--- config.mk ---
export PLATFORM = sky130hd
export DESIGN_NAME = mod_counter_cascade
export DESIGN_NICKNAME = d
export VERILOG_FILES = /design/src/rtl/mod_counter_cascade.sv
export SDC_FILE = /design/constraint.sdc
export NUM_CORES = 1
export LEC_CHECK = 0
export ABC_AREA = 1
export CAP_MARGIN = 20
export CORE_UTILIZATION = 35
export DETAILED_ROUTE_END_ITERATION = 7
export PLACE_DENSITY_LB_ADDON = 0.1
export SLEW_MARGIN = 15
export SYNTH_ARGS = -nofsm -noshare
export SYNTH_HDL_FRONTEND = slang
export SYNTH_SLANG_ARGS = --single-unit
--- constraint.sdc ---
create_clock -name Clk -period 3 [get_ports Clk]
set_input_delay 0.75 -clock Clk [delete_from_list [all_inputs] [get_ports Clk]]
set_output_delay 0.75 -clock Clk [all_outputs]
set_load 0.005 [all_outputs]
--- src/rtl/mod_counter_cascade.sv ---
// Modulo-MODULUS up/down counter with range-checked synchronous load, cascadable
// carry/borrow and a registered two-digit BCD copy of the count.
module mod_counter_cascade #(
    parameter int WIDTH   = 5,
    parameter int MODULUS = 24,
    parameter int START   = 0
) (
    input  logic             Clk,
    input  logic             Clr,
    input  logic             Enable,
    input  logic             Cin,
    input  logic             Up,
    input  logic             LD,
    input  logic [WIDTH-1:0] IN,
    output logic [WIDTH-1:0] COUNT,
    output logic [3:0]       BCD_TENS,
    output logic [3:0]       BCD_ONES,
    output logic             Cout,
    output logic             LD_ERR
);

    localparam logic [WIDTH-1:0] TOP        = WIDTH'(MODULUS - 1);
    localparam logic [WIDTH-1:0] ONE        = WIDTH'(1);
    localparam logic [WIDTH-1:0] START_VAL  = WIDTH'(START);
    localparam logic [WIDTH:0]   MOD_EXT    = (WIDTH + 1)'(MODULUS);
    localparam logic [3:0]       START_TENS = 4'(START / 10);
    localparam logic [3:0]       START_ONES = 4'(START % 10);

    logic             at_top;
    logic             at_zero;
    logic             load_ok;
    logic [WIDTH-1:0] next_count;
    logic             next_err;
    logic [3:0]       next_tens;
    logic [3:0]       next_ones;

    assign at_top  = (COUNT == TOP);
    assign at_zero = (COUNT == '0);
    // One extra bit so MODULUS == 2^WIDTH still compares correctly.
    assign load_ok = ({1'b0, IN} < MOD_EXT);

    assign Cout = Enable & Cin & ~LD & (Up ? at_top : at_zero);

    always_comb begin
        // NOTE: every output of this block gets a default first, so no path leaves it unassigned and no latch is inferred.
        next_count = COUNT;
        next_err   = 1'b0;
        if (Enable && LD) begin
            if (load_ok) begin
                next_count = IN;
            end else begin
                next_err = 1'b1;
            end
        end else if (Enable && Cin) begin
            // Wrap is explicit so a MODULUS below 2^WIDTH never overflows into unused codes.
            if (Up) begin
                next_count = at_top ? '0 : COUNT + ONE;
            end else begin
                next_count = at_zero ? TOP : COUNT - ONE;
            end
        end
    end

    // BCD digits come from the next count so they land on the same edge as COUNT.
    always_comb begin
        next_tens = 4'(int'(next_count) / 10);
        next_ones = 4'(int'(next_count) % 10);
    end

    always_ff @(posedge Clk or negedge Clr) begin
        // NOTE: state registers use non-blocking assignments so every register samples pre-edge values.
        if (!Clr) begin
            COUNT    <= START_VAL;
            BCD_TENS <= START_TENS;
            BCD_ONES <= START_ONES;
            LD_ERR   <= 1'b0;
        end else begin
            COUNT    <= next_count;
            BCD_TENS <= next_tens;
            BCD_ONES <= next_ones;
            LD_ERR   <= next_err;
        end
    end

endmodule

==> impl_results.rst <==
.. list-table::
   :header-rows: 1

   * - Metric
     - Value
   * - RePlAce Congestion
     - 0.851
   * - TritonCTS Buffers
     - 3
   * - Number of instances in the synthesized netlist
     - 144
   * - Reported max-cap violation count
     - 0
   * - Total inserted antenna cells
     - 0
   * - Fraction of post-synthesis cell area in the top cell type by area
     - 27.2%
   * - Global route overflow
     - 0
   * - Final clock skew
     - 6.28 ps
   * - Clock tree from TritonCTS
     - yes
   * - WL final
     - 2.43 mm
   * - Number of global-route vias before repair
     - 979
   * - GRT Util Overall
     - 16.6%
   * - Final-report max-slew violation count
     - 0
   * - Power density over cell area
     - 519 nW/um^2
   * - Final HPWL from detailed placement
     - 1.92 mm
   * - Run status
     - finished clean
   * - Clock latency reported for the late side of the worst-skew pair
     - 270 ps
   * - Yosys synthesis warning count
     - 0
   * - Total Negative Setup Slacks
     - 0 ps
   * - Proportion of layout cells with a drive suffix above 1
     - 29.7%
   * - Share of the clock period used by the worst path after layout
     - 93.4%
   * - Vias per Instance
     - 4.71
   * - Shortest clock period the worst path allows after layout
     - 2800 ps
   * - Total setup violations reported at the end of the flow
     - 0
   * - Most used DFF post-synth
     - sky130_fd_sc_hd__dfrtp_1
   * - Power after layout
     - 0.766 mW
   * - Library cell with the largest summed area after synthesis
     - sky130_fd_sc_hd__dfrtp_1
   * - Initial standard-cell utilization of the core
     - 36.8%
   * - Root Buffer
     - sky130_fd_sc_hd__clkbuf_4
   * - Commonest cells in the netlist
     - 41 x sky130_fd_sc_hd__nand2_1, 21 x sky130_fd_sc_hd__inv_1, 14 x sky130_fd_sc_hd__nand3_1
   * - Count of antenna-violating nets left after detailed routing
     - 0
   * - Cell variety after synth
     - 26
   * - Cell with the most instances after synthesis
     - sky130_fd_sc_hd__nand2_1
   * - Startpoint types
     - primary input
   * - Pin count of the biggest net entering global routing
     - 12
   * - Synthesized cell area
     - 1010 sq um
   * - Achievable clock frequency
     - 0.357 GHz
   * - Area contributors post-synth
     - sky130_fd_sc_hd__dfrtp_1 27%, sky130_fd_sc_hd__nand2_1 15%, sky130_fd_sc_hd__inv_1 7.8%
   * - #FFs+latches synth
     - 11
   * - Clock Sink Count
     - 11
   * - Die footprint
     - 3110 sq um
   * - # IOs
     - 26
   * - Required time of the critical path
     - 3200 ps
   * - Die boundary width
     - 55.8 um
   * - Number of nets at the end of the flow
     - 210
   * - Fill cell count
     - 278
   * - Peak supply drop
     - 0.439 mV
   * - Type of element capturing the critical path
     - flop
   * - Proportion of synthesized flip-flops having asynchronous set or reset
     - 100%
   * - Biggest fanout along the worst timing path
     - 5
   * - Drt first-iter violations
     - 29
   * - Sequential share of the synthesized area
     - 27.2%
   * - Y dimension of the die
     - 55.8 um
   * - Total number of vias
     - 1050
   * - Router iterations before antenna repair
     - 4
   * - Final-report hold violation count
     - 0
   * - Arrival time at the worst endpoint
     - 3010 ps
   * - Post-Synthesis Mean Instance Area
     - 7.04 sq um
   * - Clock transition at path regs
     - 60 ps
   * - Total number of H-tree levels
     - 1
   * - Average detailed-routed wire length per instance
     - 10.9 um
   * - Type of the most critical hold path
     - reg -> reg
   * - Critical path type
     - in -> reg
   * - Antenna violations before repair
     - 0
   * - Static leakage
     - 0.803 nW
   * - Core region area
     - 2760 sq um
   * - # port buffers
     - 23
   * - Wire length of the first global-routing pass
     - 4.16 mm
   * - DRC errors left
     - 0
   * - Maximum clock path buffer count
     - 2
   * - Hold-fix buffer count after cts
     - 0
   * - Area growth from synthesis to final layout
     - 45.6%
   * - FP Rows
     - 19
   * - EDFF count, synth
     - 0
[registers in the layout, indices dropped and copies added (netlist names)]
name and count:
LD_ERR 1, BCD_TENS 2, COUNT 4, BCD_ONES 4
[stage by stage]
| step | setup WS [ps] | utilization [%] | instances | cell area, sq um | hold WS (ps) |
|---|---|---|---|---|---|
| after detailed placement | -221 | 51.0 | 215 | 1410 | 737 |
| after floorplan | 384 | - | 145 | 1020 | 454 |
| final | 199 | 53.5 | 223 | 1480 | 752 |
| after global placement | -182 | 51.0 | 215 | 1410 | 731 |
| after CTS | 62.2 | 52.0 | 219 | 1440 | 746 |
| after global routing | -10.2 | 53.5 | 223 | 1480 | 780 |
[repair_timing]
action                     CTS  global route
resized for setup            2             5
cloned                       0             1
buffers inserted             0             3
pin swaps                    0             4
setup endpoints to repair    1             2
[power by group]
group	switching (mW)	internal [mW]	total, mW
Sequential	0.0306	0.189	0.220
Combinational	0.223	0.224	0.447
Clock	0.0481	0.0515	0.0996
[final timing paths]
kind,from,endpoint,slack (ps),cells after the start
min in group asynchronous,Clr,COUNT[2]$_DFF_PN0_,810,1
worst max-delay path,Cin,BCD_ONES[3]$_DFF_PN0_,200,21
max in group asynchronous,Clr,BCD_ONES[3]$_DFF_PN0_,1850,1
worst max register to register,BCD_ONES[0]$_DFF_PN0_,BCD_ONES[3]$_DFF_PN0_,280,23
worst min-delay path,COUNT[1]$_DFF_PN0_,COUNT[1]$_DFF_PN0_,750,2
worst min register to register,COUNT[1]$_DFF_PN0_,COUNT[1]$_DFF_PN0_,750,2
[final cells by class]
| class | count | area, sq um | share of cell area, % |
|---|---|---|---|
| clock buffer | 4 | 26.3 | 1.78 |
| inverter | 26 | 103 | 6.96 |
| multi-input combinational | 105 | 628 | 42.6 |
| sequential | 11 | 275 | 18.7 |
| tap | 31 | 38.8 | 2.63 |
| timing repair buffer | 45 | 399 | 27.1 |
| timing repair inverter | 1 | 5.00 | 0.339 |
[layer usage]
layer  global-route usage, %  part of all wire (%)  vias up
met5                       0                     0        -
met4                    2.09                  0.33        0
met3                    4.88                   7.2        2
met2                    26.0                    46       27
met1                    23.5                    46      476
li1                        -                     -      545
[kinds of logic after synthesis]
| group | count (synthesis) | share of synthesized area, % |
|---|---|---|
| flops | 11 | 27.2 |
| fa+ha+maj | 6 | 7.41 |
| simple gates | 86 | 46.2 |
| compound gates | 10 | 6.05 |
| buf+inv | 29 | 12.0 |
| other cells | 1 | 0.370 |
| xor+xnor | 1 | 0.864 |
[placed cells by master, fill, tap and decap left out, drive strengths merged]
cell type,synthesis,final
a21oi,4,4
buf,3,22
clkbuf,0,4
clkdlybuf4s50,0,20
clkinv,2,3
conb,1,2
dfrtp,11,11
dlygate4sd2,0,1
dlymetal6s2s,0,2
ha,6,6
inv,24,24
nand2,55,55
nand3,19,19
nand3b,1,1
nand4,3,3
nor2,7,7
nor3,1,1
o211ai,1,1
o21ai,5,5
xor2,1,1
[worst max-delay path, cell delays in order]
cell,delay [ps]
sky130_fd_sc_hd__clkdlybuf4s50_1,410
sky130_fd_sc_hd__nand2_2,110
sky130_fd_sc_hd__clkinv_4,80
sky130_fd_sc_hd__o21ai_0,150
sky130_fd_sc_hd__inv_1,70
sky130_fd_sc_hd__nand2_2,80
sky130_fd_sc_hd__nand2_2,50
sky130_fd_sc_hd__inv_1,80
sky130_fd_sc_hd__ha_2,180
sky130_fd_sc_hd__inv_1,50
sky130_fd_sc_hd__nor2_2,80
sky130_fd_sc_hd__nand4_2,120
sky130_fd_sc_hd__nand2_4,90
sky130_fd_sc_hd__nand2_2,70
sky130_fd_sc_hd__nand2_2,70
sky130_fd_sc_hd__inv_1,40
sky130_fd_sc_hd__ha_1,190
sky130_fd_sc_hd__nand3b_1,160
sky130_fd_sc_hd__nand2_1,70
sky130_fd_sc_hd__nand2_1,50
sky130_fd_sc_hd__nand2_1,50
Power figures use the tool's default switching activity.
==> RTL change, RTL diff (same flow settings) <==
One comparison of `COUNT` changes from == to >=.
--- a/src/rtl/mod_counter_cascade.sv
+++ b/src/rtl/mod_counter_cascade.sv
@@ -35,5 +35,5 @@
     logic [3:0]       next_ones;
 
-    assign at_top  = (COUNT == TOP);
+    assign at_top  = (COUNT >= TOP);
     assign at_zero = (COUNT == '0);
     // One extra bit so MODULUS == 2^WIDTH still compares correctly.
Function: no difference found for any inputs over 10 cycles, from zero or initial values; that may be too few to reach the edited logic, so the function may still have changed.
==> RTL change against the original RTL <==
  * Design area is 4.5% higher
  * Sequential cell count stayed put
  * Maximum frequency is 1.6% higher
  * First-iteration DRC count is 38% lower
  * Synthesized cell count is 4.2% higher
  * Wire length is 1.9% higher
  * Synthesized area is 1.5% higher
  * Worst setup slack better by 43 ps
  * Total power is 2.2% higher
  * Critical path depth stayed put
  * Critical path type unchanged
==> RTL change: results (changes against the original RTL) <==
- The gate count after technology mapping came to 150 (+4.2%).
- Drt first-iter violations: 18 (-38%)
* Path class of the lowest-slack min-delay path: input port to asynchronous set/reset pin
- Post-synthesis compound-gate area fraction: 0.07421 (+0.01372)
- Critical Path Source: Up
- The sequential fraction of design power was 0.279 (-0.008).
- Placer congestion estimate: 0.9028 (+6.1%)
- The leakage dissipation came to 0.8281 nW (+3.1%).
- Fraction of the yosys area taken by sequential cells: 0.2676 (-0.003965)
- Adder-cell share of the synthesized area: 0.06083 (-0.01325)
- Cell Area, Placed: 1460 sq um (+3.8%)
* Post-synthesis xor/xnor area fraction: 0 (-0.008642)
- Cell types with the largest area share after synthesis: dfrtp_1, nand2_1, inv_1
- Maximum cell stage delay along the critical path: 490 ps (+80 ps)
- The arrival time at the worst endpoint is 2920 ps (-90 ps).
* Most instantiated cells after synthesis: nand2_1, inv_1, nand3_1
- The post-cts gate resize count was 1 (-1).
- The reported net switching power came to 0.3064 mW (+1.6%).
- The detailed-placement wirelength estimate was 1984 microns (+3.2%).
- The flow ran to the end, and the final reports show no timing, DRC or antenna violations.
- The global-route wire length before repair was 4367 microns (+5.0%).
* Vias: 1079 (+2.8%)
* Via density per instance: 4.631 (-1.6%)
- The number of different library cells in the post-synthesis netlist was 23 (-12%).
* Maximum fanout encountered on the critical timing path: 4 (-1)
* Vias in the first global route: 1056 (+7.9%)
- The number of instances in the placed design came to 225 (+4.7%).
* Power per cell area: 507.8 nW/um^2 (-2.2%)
## RTL change: cell types whose count changed after synthesis, moves of 2 or more
cell / change
nand2_2: +2
o21ai_0: +2
nand2_1: -3
a21oi_1: +3
nand2_4: -4
nor2_1: +5
nor2_2: +2
## RTL change: final cells by class
cell class / count / area (sq um)
inverter: 26 / 102.6
multi-input combinational: 110 / 629.4
clock buffer: 4 / 26.28
tap: 31 / 38.79
sequential: 11 / 275.3
fill: 276 / 1240
timing repair buffer: 51 / 469.2
## RTL change: per-layer routing
metal  part of all wire  track usage  vias up
met5                  0            0        -
met4              0.010      0.04181        0
met3              0.029      0.01860        5
met2               0.53       0.3248       17
met1               0.43       0.2061      490
li1                   -            -      567
## RTL change: per-stage QoR
| step | hold slack, ps | worst slack [ps] |
|---|---|---|
| after floorplan | 454.4 | 643.1 |
| after global placement | 803.8 | -52.48 |
| after detailed placement | 795.9 | -82.78 |
| after CTS | 810.8 | 77.45 |
| after global routing | 851.1 | 10.05 |
| final | 799.6 | 242.3 |
